===== src/rtl/neuron_pkg.sv =====
// Shared definitions for the integrate-and-fire neuron: FSM state encodings
// (also decoded by the debug monitor) and the saturating-add guard width.
package neuron_pkg;

    typedef enum logic [2:0] {
        ST_ACCUM   = 3'd0,
        ST_CHECK   = 3'd1,
        ST_FIRE    = 3'd2,
        ST_REFRACT = 3'd3
    } neuron_state_e;

    // Extra carry bit kept above the data width so overflow can be detected.
    localparam int SAT_ADD_GUARD_BITS = 1;

endpackage


===== src/rtl/sc_refract_counter.sv =====
// Loadable down-counter; done_o flags the final step (count == 1), idle_o flags zero.
// Used for the refractory period and, with NEURON_LEAK_EN, for the leak timer.
module sc_refract_counter #(
    parameter int CNT_W = 4
) (
    input  logic             clk,
    input  logic             rst,
    input  logic             load_i,
    input  logic [CNT_W-1:0] load_val_i,
    input  logic             dec_i,
    output logic             done_o,
    output logic             idle_o
);

    logic [CNT_W-1:0] cnt_q;
    logic [CNT_W-1:0] cnt_d;

    always_comb begin
        cnt_d = cnt_q;
        if (load_i) begin
            cnt_d = load_val_i;
        end else if (dec_i && (cnt_q != '0)) begin
            cnt_d = cnt_q - 1'b1;
        end
    end

    always_ff @(posedge clk or posedge rst) begin
        if (rst) begin
            cnt_q <= '0;
        end else begin
            cnt_q <= cnt_d;
        end
    end

    assign done_o = (cnt_q == CNT_W'(1));
    assign idle_o = (cnt_q == '0);

endmodule


===== src/rtl/sc_neuron_integrator.sv =====
// Integrate-and-fire controller feeding an external unsigned ">" comparator.
// Optional membrane leak is enabled by defining NEURON_LEAK_EN.
module sc_neuron_integrator
    import neuron_pkg::*;
#(
    parameter int                          NUMBER_DATAWIDTH = 8,
    parameter int                          REFRACT_CYCLES   = 4,
    parameter logic [NUMBER_DATAWIDTH-1:0] THRESHOLD_RESET  = 8'd100,
    parameter int                          LEAK_PERIOD      = 16,
    parameter int                          LEAK_SHIFT       = 3
) (
    input  logic                        SC_NEURONINT_CLOCK_50,
    input  logic                        SC_NEURONINT_RESET_InHigh,
    input  logic                        SC_NEURONINT_inValid_In,
    output logic                        SC_NEURONINT_inReady_Out,
    input  logic [NUMBER_DATAWIDTH-1:0] SC_NEURONINT_inData_InBUS,
    input  logic                        SC_NEURONINT_thrLoad_In,
    input  logic [NUMBER_DATAWIDTH-1:0] SC_NEURONINT_thr_InBUS,
    output logic [NUMBER_DATAWIDTH-1:0] SC_NEURONINT_potential_OutBUS,
    output logic [NUMBER_DATAWIDTH-1:0] SC_NEURONINT_threshold_OutBUS,
    input  logic                        SC_NEURONINT_cmpResult_In,
    output logic                        SC_NEURONINT_spike_Out,
    output logic [2:0]                  SC_NEURONINT_state_OutBUS
);

    localparam int W      = NUMBER_DATAWIDTH;
    localparam int SUM_W  = W + SAT_ADD_GUARD_BITS;
    localparam int REFR_W = (REFRACT_CYCLES < 2) ? 1 : $clog2(REFRACT_CYCLES + 1);
    localparam logic [REFR_W-1:0] REFR_LOAD = REFR_W'(REFRACT_CYCLES);

    logic            clk;
    logic            rst;
    neuron_state_e   state_q, state_d;
    logic [W-1:0]    potential_q, potential_d;
    logic [W-1:0]    threshold_q, threshold_d;
    logic            spike_q, spike_d;
    logic            accept;
    logic [SUM_W-1:0] sum_w;
    logic [W-1:0]    sat_sum;
    logic            refr_load, refr_done, refr_idle;
    logic            leak_fire;
    logic [W-1:0]    leak_value;

    assign clk = SC_NEURONINT_CLOCK_50;
    assign rst = SC_NEURONINT_RESET_InHigh;

    // Handshake: a sample transfers on a rising edge where inValid and inReady
    // are both high; inReady is high only in ACCUM and never during reset.
    assign SC_NEURONINT_inReady_Out = (state_q == ST_ACCUM) && !rst;
    assign accept = SC_NEURONINT_inValid_In && SC_NEURONINT_inReady_Out;

    assign sum_w   = SUM_W'(potential_q) + SUM_W'(SC_NEURONINT_inData_InBUS);
    assign sat_sum = sum_w[SUM_W-1] ? '1 : sum_w[W-1:0];

    sc_refract_counter #(.CNT_W(REFR_W)) u_refract (
        .clk        (clk),
        .rst        (rst),
        .load_i     (refr_load),
        .load_val_i (REFR_LOAD),
        .dec_i      (state_q == ST_REFRACT),
        .done_o     (refr_done),
        .idle_o     (refr_idle)
    );

`ifdef NEURON_LEAK_EN
    localparam int LEAK_W = (LEAK_PERIOD < 2) ? 1 : $clog2(LEAK_PERIOD + 1);

    logic              leak_load, leak_dec, leak_done, leak_idle;
    logic [LEAK_W-1:0] leak_val;

    // The timer starts from zero, so the first idle cycle loads PERIOD-1 and
    // the leak lands on the edge closing the PERIOD-th idle cycle.
    assign leak_fire  = (state_q == ST_ACCUM) && !accept && (leak_done || (LEAK_PERIOD == 1));
    assign leak_value = potential_q - (potential_q >> LEAK_SHIFT);

    always_comb begin
        leak_load = 1'b1;
        leak_val  = '0;
        leak_dec  = 1'b0;
        if ((state_q == ST_ACCUM) && !accept && !leak_fire) begin
            if (leak_idle) begin
                leak_val = LEAK_W'(LEAK_PERIOD - 1);
            end else begin
                leak_load = 1'b0;
                leak_dec  = 1'b1;
            end
        end
    end

    sc_refract_counter #(.CNT_W(LEAK_W)) u_leak (
        .clk        (clk),
        .rst        (rst),
        .load_i     (leak_load),
        .load_val_i (leak_val),
        .dec_i      (leak_dec),
        .done_o     (leak_done),
        .idle_o     (leak_idle)
    );
`else
    assign leak_fire  = 1'b0;
    assign leak_value = potential_q;
`endif

    always_comb begin
        state_d     = state_q;
        potential_d = potential_q;
        threshold_d = SC_NEURONINT_thrLoad_In ? SC_NEURONINT_thr_InBUS : threshold_q;
        spike_d     = 1'b0;
        refr_load   = 1'b0;
        case (state_q)
            ST_ACCUM: begin
                if (accept) begin
                    potential_d = sat_sum;
                    state_d     = ST_CHECK;
                end else if (leak_fire) begin
                    potential_d = leak_value;
                end
            end
            ST_CHECK: begin
                if (SC_NEURONINT_cmpResult_In) begin
                    state_d = ST_FIRE;
                    spike_d = 1'b1;
                end else begin
                    state_d = ST_ACCUM;
                end
            end
            ST_FIRE: begin
                potential_d = '0;
                if (REFRACT_CYCLES == 0) begin
                    state_d = ST_ACCUM;
                end else begin
                    refr_load = 1'b1;
                    state_d   = ST_REFRACT;
                end
            end
            ST_REFRACT: begin
                if (refr_done || refr_idle) begin
                    state_d = ST_ACCUM;
                end
            end
            default: state_d = ST_ACCUM;
        endcase
    end

    always_ff @(posedge clk or posedge rst) begin
        if (rst) begin
            state_q     <= ST_ACCUM;
            potential_q <= '0;
            threshold_q <= THRESHOLD_RESET;
            spike_q     <= 1'b0;
        end else begin
            state_q     <= state_d;
            potential_q <= potential_d;
            threshold_q <= threshold_d;
            spike_q     <= spike_d;
        end
    end

    assign SC_NEURONINT_potential_OutBUS = potential_q;
    assign SC_NEURONINT_threshold_OutBUS = threshold_q;
    assign SC_NEURONINT_spike_Out        = spike_q;
    assign SC_NEURONINT_state_OutBUS     = state_q;

endmodule


===== config.mk =====
export PLATFORM = sky130hd
export DESIGN_NAME = sc_neuron_integrator
export DESIGN_NICKNAME = d
export VERILOG_FILES = /design/src/rtl/neuron_pkg.sv /design/src/rtl/sc_refract_counter.sv /design/src/rtl/sc_neuron_integrator.sv
export SDC_FILE = /design/constraint.sdc
export NUM_CORES = 1
export LEC_CHECK = 0
export CORE_ASPECT_RATIO = 0.8
export CORE_MARGIN = 2
export CORE_UTILIZATION = 50
export CTS_BUF_LIST = sky130_fd_sc_hd__clkbuf_4
export DETAILED_ROUTE_END_ITERATION = 8
export DONT_BUFFER_PORTS = 1
export HOLD_SLACK_MARGIN = 0.08
export PLACE_DENSITY = 0.72
export SYNTH_ARGS = -nofsm -noshare
export SYNTH_HDL_FRONTEND = slang
export SYNTH_SLANG_ARGS = --single-unit

===== constraint.sdc =====
create_clock -name SC_NEURONINT_CLOCK_50 -period 5.1 [get_ports SC_NEURONINT_CLOCK_50]
set_input_delay 0.51 -clock SC_NEURONINT_CLOCK_50 [delete_from_list [all_inputs] [get_ports SC_NEURONINT_CLOCK_50]]
set_output_delay 0.51 -clock SC_NEURONINT_CLOCK_50 [all_outputs]
set_load 0.02 [all_outputs]

==> metrics.log <==
INFO  metric ys.flop_type = sky130_fd_sc_hd__dfrtp_1
INFO  metric timing.critical_path.required = 5.29 ns
INFO  metric synth-edff-count = 0
INFO  metric final_antenna_net_count = 0
INFO  metric run_status = completed
INFO  metric timing.critical_path.depth = 7
INFO  metric setup_viol = 0
INFO  metric clk_latency_worst_skew_pair = 0.31 ns
INFO  metric slew-limit-headroom = 0.459
INFO  metric numCtsBuffers = 3
INFO  metric antenna_cells = 0
INFO  metric rsz0062_at_grt = false
INFO  metric placementRows = 16
INFO  metric clock_path_buffers = 2
INFO  metric final_skew = 0.0141 ns
INFO  metric drt_pre_antenna_iters = 4
INFO  metric floorplan.io_pins = 42
INFO  metric start_kind = register
INFO  metric ys_async_sr_fraction = 1.00
INFO  metric worst_setup_slack_after_placement = 2.45 ns
INFO  metric grtUsageTotal = 0.178
INFO  metric globalRoute.busiestLayer = met2
INFO  metric placement.io_buffers = 0
INFO  metric period_share = 0.533
INFO  metric clockPowerShare = 0.162
INFO  metric pin_count_of_the_biggest_net_entering_global_routing = 23
INFO  metric power.leakage = 0.606 nW
INFO  metric worst_voltage_drop_across_the_vdd_grid = 239 uV
INFO  metric routed_wirelength = 2.56 mm
INFO  metric die_w = 60.6 um
INFO  metric total_count_of_max_transition_violations_in_the_final_report = 0
INFO  metric max_slew.worst_pin.slew = 0.811 ns
INFO  metric finalWorstPathRequiredPeriod = 2.72 ns
INFO  metric path_cells = ha_1 > fa_1 > a211oi_2 > nor2_1 > or3b_4 > a311oi_4 > a21oi_1
INFO  metric num-fill-cells = 217
INFO  metric antenna_found_initial = 0
INFO  metric seqPwrFrac = 0.431
INFO  metric clkSinkCount = 22
INFO  metric hp-class = in -> async
INFO  metric cts.hold.buffers_added = 0
INFO  metric worst_setup_hold_path_clk_slew = 0.13 ns
INFO  metric vias = 927
INFO  metric area_of_the_die = 2980 sq um
INFO  metric max_freq = 0.368 GHz
INFO  metric timing.critical_path.to_type = register
INFO  metric floorplan.die.height = 49.3 um
INFO  metric hpwlAfterDp = 1.98 mm
INFO  metric synthesis.area_per_instance = 10.2 sq um
INFO  metric via_per_inst = 5.83
INFO  metric power_density = 605 nW/um^2
INFO  metric gr_overflow_total = 0
INFO  metric critPathSlowestCell = sky130_fd_sc_hd__dfrtp_1
INFO  metric syn_inst = 125
INFO  metric critical_path_peak_fanout = 7
INFO  metric remaining_drc_errors = 0
INFO  metric drive_above_1_share = 0.154
INFO  metric cts_root_buf = sky130_fd_sc_hd__clkbuf_4
INFO  metric drtIter0Drc = 29
INFO  metric maxCapViolations = 0
INFO  metric design.final.nets = 157
INFO  metric fin_tns_setup = 0 ns
INFO  metric path_class = reg -> reg
INFO  metric critical_path.n_buffers_inverters = 0
INFO  metric combinationalPowerShare = 0.408
INFO  metric synthDistinctLibCells = 33
INFO  metric synth_seq_cells = 22
INFO  metric critical_path_arrival = 2.91 ns
INFO  metric mapped_nets = 158
INFO  metric final-hold-violation-count = 0
INFO  metric first_global_vias = 880
INFO  metric postCtsSetupRepairBufs = 0
INFO  metric holdWs = 0.226 ns
INFO  metric worstRegToRegCells = 7
INFO  metric p_switching = 364 uW
INFO  metric power.switching_fraction = 0.445
INFO  metric core_region_area = 2440 sq um
INFO  metric cp_slowest_stage_delay = 0.50 ns
INFO  metric globalRouteMet3Util = 0.0504
INFO  metric intPower = 454 uW
INFO  metric met2_usage_grt = 0.299
INFO  metric warnings_synthesis = 0
INFO  metric tritoncts_clock_tree = done
INFO  metric ys_seq_area_frac = 0.433
INFO  metric syn-cell-area = 1280 sq um
INFO  metric area_growth = 5.57%
INFO  metric critical-path-top-delay-family = compound AO/OA/AOI/OAI gates
INFO  metric h_tree_depth_reported_by_cts = 1
INFO  metric final_critical_path_setup_slack = 2.38 ns
INFO  metric routed_len_inst = 16.1 um
INFO  metric grt_pass1_wl = 4.06 mm
INFO  metric grt_util_met1 = 0.229
INFO  metric resized_gates_after_cts = 0
INFO  metric starting_density_of_the_core = 0.524
INFO  metric place_congestion = 0.731
[routing by layer]
layer / share of wire / vias up
met5: 0 / -
met4: 0.014 / 0
met3: 0.079 / 6
met2: 0.50 / 45
met1: 0.41 / 438
li1: - / 438
[placed cells by master (no fill, tap or decap), types with 2 or more instances in the layout]
cell type                  synthesis  layout
sky130_fd_sc_hd__ha_1             11      11
sky130_fd_sc_hd__nand2_1           9       9
sky130_fd_sc_hd__a211oi_1          2       2
sky130_fd_sc_hd__dfrtp_1          19      19
sky130_fd_sc_hd__nand2b_1          2       2
sky130_fd_sc_hd__a21oi_1          18      18
sky130_fd_sc_hd__dfstp_2           3       3
sky130_fd_sc_hd__nor2_1            7       7
sky130_fd_sc_hd__clkbuf_4          0       3
sky130_fd_sc_hd__xor2_1            4       4
sky130_fd_sc_hd__inv_1             5       5
sky130_fd_sc_hd__o21ai_0          12      12
sky130_fd_sc_hd__mux2_2            8       8
[worst paths after layout]
check	endpoint	start	slack, ns
worst max-delay path	SC_NEURONINT_potential_OutBUS[0]$_DFFE_PP0P_	SC_NEURONINT_potential_OutBUS[0]$_DFFE_PP0P_	2.38
worst min-delay path	SC_NEURONINT_potential_OutBUS[5]$_DFFE_PP0P_	SC_NEURONINT_RESET_InHigh	0.23
worst max register to register	SC_NEURONINT_potential_OutBUS[0]$_DFFE_PP0P_	SC_NEURONINT_potential_OutBUS[0]$_DFFE_PP0P_	2.38
worst min register to register	u_refract.cnt_q[2]$_DFFE_PP0P_	u_refract.cnt_q[2]$_DFFE_PP0P_	0.59
max in group asynchronous	SC_NEURONINT_state_OutBUS[1]$_DFFE_PP0P_	SC_NEURONINT_RESET_InHigh	4.36
min in group SC_NEURONINT_CLOCK_50	SC_NEURONINT_spike_Out$_DFF_PP0_	SC_NEURONINT_cmpResult_In	0.30
[cell families after synthesis]
family / after synthesis / share of synthesized area
AO/OA/AOI/OAI: 40 / 0.196
XOR/XNOR: 5 / 0.0342
adder cells (fa/ha/maj): 12 / 0.123
buffers and inverters: 11 / 0.0352
flip-flops: 22 / 0.433
multiplexers: 8 / 0.0704
other: 1 / 0.00293
AND/OR/NAND/NOR: 26 / 0.105
[power groups by stage]
stage	Combinational (mW)	Sequential, mW	Clock [mW]
finish	0.333	0.352	0.132
global route	0.376	0.362	0.145
CTS	0.329	0.354	0.137
detailed placement	0.327	0.358	0
global placement	0.309	0.354	0
floorplan	0.289	0.324	0
[metrics by stage]
step	std cells	power, mW	area [sq um]	util
global route	159	0.883	1350	0.553
global placement	155	0.662	1300	0.532
finish	159	0.818	1350	0.553
floorplan	125	0.614	1280	-
detailed placement	155	0.685	1300	0.532
CTS	159	0.821	1350	0.553
[flip-flops by register name, summed over array words and instances, names as in the netlist]
| name | cells |
|---|---|
| SC_NEURONINT_state_OutBUS | 2 |
| SC_NEURONINT_spike_Out | 1 |
| SC_NEURONINT_threshold_OutBUS | 8 |
| u_refract.cnt_q | 3 |
| SC_NEURONINT_potential_OutBUS | 8 |
[cells in the mapped netlist (3+ instances only)]
master / instances / area [sq um]
sky130_fd_sc_hd__a21oi_1: 18 / 90.1
sky130_fd_sc_hd__clkbuf_1: 5 / 18.8
sky130_fd_sc_hd__dfrtp_1: 19 / 475
sky130_fd_sc_hd__dfstp_2: 3 / 78.8
sky130_fd_sc_hd__ha_1: 11 / 138
sky130_fd_sc_hd__inv_1: 5 / 18.8
sky130_fd_sc_hd__mux2_2: 8 / 90.1
sky130_fd_sc_hd__nand2_1: 9 / 33.8
sky130_fd_sc_hd__nor2_1: 7 / 26.3
sky130_fd_sc_hd__o21ai_0: 12 / 60.1
sky130_fd_sc_hd__xor2_1: 4 / 35.0
[cell type report]
class                           instances  area [sq um]  share of cell area
Multi-Input combinational cell         92           681               0.504
Sequential cell                        22           554               0.410
Tap cell                               36          45.0              0.0333
Clock inverter                          1          30.0              0.0222
Clock buffer                            3          22.5              0.0167
Inverter                                5          18.8              0.0139
Power figures use the tool's default switching activity.
